[src/rtl/fxp_requant.sv]
// Requantizer for fp_add sums: two-stage valid/ready pipeline that rounds and saturates to Q(N_OUT).(M_OUT).
// Optional build macro FXP_REQUANT_CONVERGENT_EN selects round-half-to-even instead of round-half-up.
module fxp_requant #(
  parameter int unsigned N_IN  = 6,
  parameter int unsigned M_IN  = 12,
  parameter int unsigned N_OUT = 4,
  parameter int unsigned M_OUT = 8,
  parameter int unsigned CNT_W = 16
) (
  input  logic                   clk,
  input  logic                   rst,
  input  logic                   in_valid,
  output logic                   in_ready,
  input  logic [N_IN+M_IN-1:0]   in_data,
  input  logic                   in_ovf,
  output logic                   out_valid,
  input  logic                   out_ready,
  output logic [N_OUT+M_OUT-1:0] out_data,
  output logic                   out_sat,
  input  logic                   clr_count,
  output logic [CNT_W-1:0]       sat_count
);

  localparam int unsigned IW = N_IN + M_IN;
  localparam int unsigned AW = N_IN + M_OUT + 1;
  localparam int unsigned OW = N_OUT + M_OUT;
  localparam int unsigned CW = (AW > OW) ? AW : OW;

  localparam logic signed [CW-1:0] SAT_MAX = {{(CW-OW+1){1'b0}}, {(OW-1){1'b1}}};
  localparam logic signed [CW-1:0] SAT_MIN = {{(CW-OW+1){1'b1}}, {(OW-1){1'b0}}};
  localparam logic [OW-1:0]        OUT_MAX = {1'b0, {(OW-1){1'b1}}};
  localparam logic [OW-1:0]        OUT_MIN = {1'b1, {(OW-1){1'b0}}};

  logic signed [AW-1:0] align;

  generate
    if (M_OUT < M_IN) begin : g_round
      localparam int unsigned D = M_IN - M_OUT;
      logic signed [IW:0] ext;
      logic signed [IW:0] bias;
      assign ext = {in_data[IW-1], in_data};
`ifdef FXP_REQUANT_CONVERGENT_EN
      // Half-minus-one plus the retained LSB: exact ties land on the even neighbour.
      assign bias = ((IW+1)'(1) << (D-1)) - (IW+1)'(1) + (IW+1)'(in_data[D]);
`else
      assign bias = (IW+1)'(1) << (D-1);
`endif
      // One guard bit above the input keeps the rounding carry from wrapping.
      assign align = AW'((ext + bias) >>> D);
    end else begin : g_shift
      logic signed [AW-1:0] ext;
      assign ext   = {{(AW-IW){in_data[IW-1]}}, in_data};
      assign align = ext <<< (M_OUT - M_IN);
    end
  endgenerate

  logic                 s1_valid;
  logic signed [AW-1:0] s1_align;
  logic                 s1_ovf;
  logic                 s1_msb;
  logic                 adv;
  logic                 in_xfer;

  assign adv      = !out_valid || out_ready;
  assign in_ready = !s1_valid || adv;
  assign in_xfer  = in_valid && in_ready;

  always_ff @(posedge clk) begin
    if (rst) begin
      s1_valid <= 1'b0;
      s1_align <= '0;
      s1_ovf   <= 1'b0;
      s1_msb   <= 1'b0;
    end else if (in_xfer) begin
      s1_valid <= 1'b1;
      s1_align <= align;
      s1_ovf   <= in_ovf;
      s1_msb   <= in_data[IW-1];
    end else if (adv) begin
      s1_valid <= 1'b0;
    end
  end

  logic signed [CW-1:0] a_ext;
  logic [OW-1:0]        sat_data;
  logic                 sat_flag;

  assign a_ext = CW'(s1_align);

  always_comb begin
    sat_data = a_ext[OW-1:0];
    sat_flag = 1'b0;
    if (s1_ovf) begin
      // A set MSB on an overflowed sum means the true result wrapped from positive.
      sat_data = s1_msb ? OUT_MAX : OUT_MIN;
      sat_flag = 1'b1;
    end else if (a_ext > SAT_MAX) begin
      sat_data = OUT_MAX;
      sat_flag = 1'b1;
    end else if (a_ext < SAT_MIN) begin
      sat_data = OUT_MIN;
      sat_flag = 1'b1;
    end
  end

  always_ff @(posedge clk) begin
    if (rst) begin
      out_valid <= 1'b0;
      out_data  <= '0;
      out_sat   <= 1'b0;
    end else if (adv) begin
      out_valid <= s1_valid;
      if (s1_valid) begin
        out_data <= sat_data;
        out_sat  <= sat_flag;
      end
    end
  end

  logic out_xfer;
  assign out_xfer = out_valid && out_ready;

  always_ff @(posedge clk) begin
    if (rst || clr_count) begin
      sat_count <= '0;
    end else if (out_xfer && out_sat && (sat_count != '1)) begin
      sat_count <= sat_count + CNT_W'(1);
    end
  end

endmodule

[config.mk]
export PLATFORM = sky130hd
export DESIGN_NAME = fxp_requant
export DESIGN_NICKNAME = d
export VERILOG_FILES = /design/src/rtl/fxp_requant.sv
export SDC_FILE = /design/constraint.sdc
export NUM_CORES = 1
export LEC_CHECK = 0
export CORE_AREA = 2 2 70 72
export CTS_BUF_LIST = sky130_fd_sc_hd__clkbuf_2 sky130_fd_sc_hd__clkbuf_4 sky130_fd_sc_hd__clkbuf_8
export DETAILED_ROUTE_END_ITERATION = 7
export DIE_AREA = 0 0 72 74
export PLACE_DENSITY = 0.8
export SYNTH_ARGS = -nofsm -noshare
export SYNTH_HDL_FRONTEND = slang
export SYNTH_SLANG_ARGS = --single-unit
export TNS_END_PERCENT = 30
[constraint.sdc]
create_clock -name clk -period 2.1 [get_ports clk]
set_input_delay 0.42 -clock clk [delete_from_list [all_inputs] [get_ports clk]]
set_output_delay 0.42 -clock clk [all_outputs]
set_load 0.01 [all_outputs]
# After elaboration in Yosys (flattened, before gate mapping)
# Index checks and enable logic that the tools add are counted.
[word_totals]
reg_bits = 48
inputBits = 24
elab_cells = 33
[classes]
add_sub_neg = 2
order_cmp = 2
eq_ne = 1
n_mux = 9
reduce_logical = 11
[op_table]
columns = ["operator", "count"]
rows = [
  ["$mux 12", 4],
  ["$add 18x5->19 const B", 1],
  ["$add 16x1->16 const B", 1],
  ["$ne 16x16->1 const B", 1],
  ["$gt 15x12->1 const B", 1],
  ["$lt 15x12->1 const B", 1],
  ["$mux 1", 5],
  ["$logic_and 1x1->1", 4],
  ["$logic_or 1x1->1", 3],
  ["$logic_not 1->1", 2],
  ["$reduce_and 2->1", 1],
  ["$reduce_bool 2->1", 1],
]

# Longest topological paths before layout
[logic_depth]
word_depth = 5
mapped_depth = 6
depth_no_buf = 5

# Least setup slack after synthesis
# OpenSTA, ideal clock, no wires.
[synth_path]
path_kind = "reg-to-reg"
start = "register sat_count[0]"
end = "register sat_count[14]"
arrival_time_ns = 1.891
setup_slack_ns = 0.139
path_stages_with_launch = 7
n_path_buf = 1
cell_sequence = "dfxtp_1 -> ha_1 -> nand4_1 -> or3_1 -> clkbuf_1 -> or4_1 -> a21oi_1"
[synth_between]
elab_chain_cells = 2
word_cells_on_any_way = 3
[synth_lines]
columns = ["element", "line_no", "rtl"]
rows = [
  ["start: declaration", "21", "output logic [CNT_W-1:0] sat_count"],
  ["start signal: assignment", "127", "sat_count <= sat_count + CNT_W'(1);"],
  ["branches (longest 2 deep; another with $add 16x1->16)", "-", ""],
]
# Parallel ways; which one is timed is not known.
# A chain may end at the register's enable or synchronous reset.

# Worst setup path in the final report
[layout_path]
start = "input out_ready"
end = "register sat_count[14]"
[layout_between]
elab_chain_cells = 3
[layout_lines]
columns = ["element", "line_no", "rtl"]
rows = [
  ["start: declaration", "17", "input logic out_ready,"],
  ["$logic_and 1x1->1", "121", "assign out_xfer = out_valid && out_ready;"],
  ["$logic_and 1x1->1 (2 in a row)", "126", "end else if (out_xfer && out_sat && (sat_count != '1)) begin"],
]
# Every way passes these cells.

==> summary.md <==
| Metric | Value |
|---|---|
| Status | `finished clean` |
| Sequential share of the synthesized area | `42.3%` |
| Wire length of the first global-routing pass | `8980 um` |
| Clock Pin Slew Worst Setup and Hold Paths | `0.08 ns` |
| Data required time of the critical path | `2.33 ns` |
| Gate family responsible for the most delay along the worst path | `simple AND/OR/NAND/NOR gates` |
| Category of the worst setup path capture point | `flip-flop` |
| Clk Tree Root Cell | `sky130_fd_sc_hd__clkbuf_8` |
| Setup Viol. Count Final | `0` |
| Floorplan die area | `5330 um2` |
| Slew margin rel. | `57.0%` |
| Effective utilization at floorplan | `49.4%` |
| Power per standard cell area | `589 nW/um2` |
| Tightest Hold Check Type | `flip-flop to flip-flop` |
| Worst-path cell chain | `clkdlybuf4s50_1 -> buf_4 -> nand4_1 -> or3_1 -> or4_1 -> a21oi_1` |
| DR vias/cell | `5.76` |
| Core region area | `4600 um2` |
| Maximum number of pins on one net before global-route repair | `33` |
| Sequential Power Share | `55.2%` |
| Part of the total power dissipated in the clock network | `29.5%` |
| Final TNS setup | `0 ns` |
| Number of buffers inserted by hold repair at cts | `0` |
| Post-Synthesis Net Count | `300` |
| Power Internal | `1.33 mW` |
| Mean instance size in the synthesized netlist | `8.30 um2` |
| H-Tree Level Count | `2` |
| Number of warning messages in the yosys log | `0` |
| Largest stage delay, worst path | `0.54 ns` |
| Share of post-route cells with drive strength above 1 | `9.55%` |
| Period utilisation layout | `95.9%` |
| Number of global-route vias before repair | `2036` |
| Buffers from clock root to sink, at most | `2` |
| Unique masters post-synth | `40` |
| Worst Tran Pin Value | `0.639 ns` |
| Number of antenna violations at the first check in global routing | `0` |
| Final Hold Violating Endpoints | `0` |
| Worst ir drop on vdd | `0.000335 V` |
| Switching Fraction | `25.1%` |
| Critical path peak fanout | `8` |
| Port Buffers | `51` |
| Data arrival, critical path | `2.24 ns` |
| Master of the slowest instance on the critical path | `sky130_fd_sc_hd__or4_1` |
| Final critical-path required period | `2.01 ns` |
| WP buf/inv | `2` |
| Number of iterations in the first detailed-routing pass | `5` |
| Post-synth design cell area | `2270 um2` |
| Final number of max-transition violations | `0` |
| Setup skew after layout | `0.00265 ns` |
| Proportion of power drawn by combinational gates | `15.2%` |
| Placed wire-length estimate after detailed placement | `3960 um` |
| Total number of nets in the final design | `361` |
| TritonCTS Sinks | `48` |
| Fraction of the core area covered by cells at the end of the flow | `65.6%` |
| Number of storage elements in the synthesis netlist | `48` |
| Congestion Overflow GR | `0` |
| Die height | `74 um` |
| DRC violations left | `0` |
| Number of nets still failing antenna checks after routing | `0` |
| Static Leakage | `0.999 nW` |
| DRC marker count from the first detailed-route iteration | `157` |
| Setup CP Type | `input pin to flip-flop` |
| Detailed-route wire length per cell | `13.4 um` |
| Horizontal die dimension | `72 um` |
| Synthesized netlist cell count | `274` |
| Overall Global Routing Usage | `21.1%` |
| Cell Rows | `25` |
| Final weighted congestion in routability-driven placement | `0.796` |
| Fill cell total of the finished layout | `402` |
| Number of violations of the max-capacitance limit | `0` |
| Total number of vias | `2240` |
| Post-synthesis to final-layout area growth | `32.6%` |
| Clock tree from TritonCTS | `done` |
| # diodes | `0` |
| Startpoint Class | `input pin` |
| RSZ-0062 raised after global routing | `false` |
| Net Sw Power | `445 uW` |
| Top Ports | `55` |
| Latest clock arrival within the worst-skew pair | `0.30 ns` |
| Inserted Clock Buffers | `5` |
| Maximum operating frequency | `497 MHz` |
| Sum of routed wire length over all layers | `5190 um` |
==> tightest hold or removal path, stage by stage (launching register included) <==
cell and delay (ns):
sky130_fd_sc_hd__dfxtp_1 0.32, sky130_fd_sc_hd__nand2_1 0.06, sky130_fd_sc_hd__a21oi_1 0.06
==> flip-flops by register name, summed over array words and instances, names as in the netlist <==
signal and cells:
sat_count 16, a_ext 15, out_data 12, out_sat 1, out_valid 1, s1_msb 1
s1_ovf 1, s1_valid 1
==> stage by stage <==
stage	cells	setup WS, ns	hold WS, ns	total power [mW]	instance area (um2)
after floorplan	274	0.139	0.433	1.14	2270
after global placement	382	-0.245	0.442	1.27	2930
after global routing	389	0.0423	0.507	1.87	3010
after detailed placement	382	-0.259	0.463	1.27	2930
final	389	0.0871	0.476	1.78	3010
after CTS	389	0.0571	0.476	1.79	3010
==> logic make-up (layout without fill, tap and decap cells) <==
family / count (synthesis) / in the layout / synth area share [%]
buf+inv: 23 / 84 / 4.35
mux: 2 / 2 / 0.881
simple gates: 110 / 110 / 24.8
compound gates: 76 / 76 / 21.6
flops: 48 / 48 / 42.3
fa+ha+maj: 2 / 2 / 1.10
xor+xnor: 13 / 13 / 5.01
==> placed cells by master (no fill, tap or decap), types with 4 or more instances in the layout <==
cell / instances
sky130_fd_sc_hd__and4_1: 4
sky130_fd_sc_hd__inv_1: 8
sky130_fd_sc_hd__nand3_1: 11
sky130_fd_sc_hd__nand2_1: 21
sky130_fd_sc_hd__or3_1: 5
sky130_fd_sc_hd__nor3_1: 4
sky130_fd_sc_hd__o21ai_0: 16
sky130_fd_sc_hd__clkbuf_8: 5
sky130_fd_sc_hd__o31ai_1: 7
sky130_fd_sc_hd__a211oi_1: 27
sky130_fd_sc_hd__or4_1: 6
sky130_fd_sc_hd__buf_4: 17
sky130_fd_sc_hd__clkdlybuf4s50_1: 50
sky130_fd_sc_hd__xor2_1: 6
sky130_fd_sc_hd__dfxtp_1: 48
sky130_fd_sc_hd__a21oi_1: 19
sky130_fd_sc_hd__nand4_1: 9
sky130_fd_sc_hd__xnor2_1: 7
sky130_fd_sc_hd__nor2_1: 33
sky130_fd_sc_hd__nor4_1: 4
==> path summary, 6_finish.rpt <==
path	depth (start not counted)	start	endpoint	slack, ns
worst max register to register	5	sat_count[1]	sat_count[14]	0.16
worst min register to register	2	a_ext[0]	a_ext[0]	0.48
worst min-delay path	2	a_ext[0]	a_ext[0]	0.48
worst max-delay path	6	out_ready	sat_count[14]	0.09
==> area by class of cell <==
cell class / count / area (um2) / area share, %
multi-input cells: 203 / 1220 / 40.4
flip-flops and latches: 48 / 961 / 31.9
repair buffers: 69 / 657 / 21.8
clock buffers: 6 / 76.3 / 2.53
well taps: 54 / 67.6 / 2.24
inverters: 8 / 30.0 / 0.996
clock inverters: 1 / 5.00 / 0.166
==> per-layer routing <==
| metal | GRT usage, % | routed length (um) | share of wire, % | vias up |
|---|---|---|---|---|
| met5 | 0 | 0 | 0 | - |
| met4 | 6.50 | 19 | 0.37 | 0 |
| li1 | - | - | - | 1142 |
| met3 | 4.74 | 264 | 5.1 | 2 |
| met1 | 25.3 | 2250 | 43 | 1035 |
| met2 | 37.9 | 2660 | 51 | 61 |
==> cell usage after synthesis, drive strengths merged <==
| master | instances | area share (%) |
|---|---|---|
| xor2 | 6 | 2.3 |
| or3 | 7 | 2.0 |
| o32ai | 1 | 0.39 |
| o311ai | 1 | 0.39 |
| o31a | 1 | 0.44 |
| ha | 2 | 1.1 |
| and3 | 2 | 0.55 |
| nor3b | 1 | 0.33 |
| a211oi | 27 | 8.9 |
| inv | 8 | 1.3 |
| or2 | 2 | 0.55 |
| dfxtp | 48 | 42 |
| and2 | 2 | 0.55 |
| a31oi | 1 | 0.28 |
| clkbuf | 12 | 2.0 |
| mux2i | 2 | 0.88 |
| nand2b | 1 | 0.28 |
| nor3 | 4 | 0.88 |
| nand3 | 11 | 2.4 |
| nand2 | 21 | 3.5 |
| o31ai | 7 | 2.3 |
| and4 | 4 | 1.5 |
| o21ai | 16 | 3.5 |
| a311o | 1 | 0.44 |
| nor4 | 4 | 1.1 |
| xnor2 | 7 | 2.7 |
| nand3b | 1 | 0.33 |
| a21oi | 19 | 4.2 |
| nor2 | 33 | 5.4 |
| or4 | 7 | 2.3 |
| o211ai | 1 | 0.33 |
| buf | 3 | 0.99 |
| nand4 | 10 | 3.0 |
| o41ai | 1 | 0.39 |
==> power groups by stage <==
stage                     clock network (mW)  registers [mW]  logic, mW
after global routing                   0.578           0.987      0.304
after CTS                              0.539           0.981      0.273
after detailed placement                   0            1.00      0.272
after global placement                     0            1.00      0.267
after floorplan                            0            1.01      0.133
final                                  0.525           0.981      0.270
==> repair_timing <==
item,CTS,global route
setup endpoints to repair,1,1
buffers inserted,0,0
gates resized for setup,1,1
(Power assumes the default switching activity.)
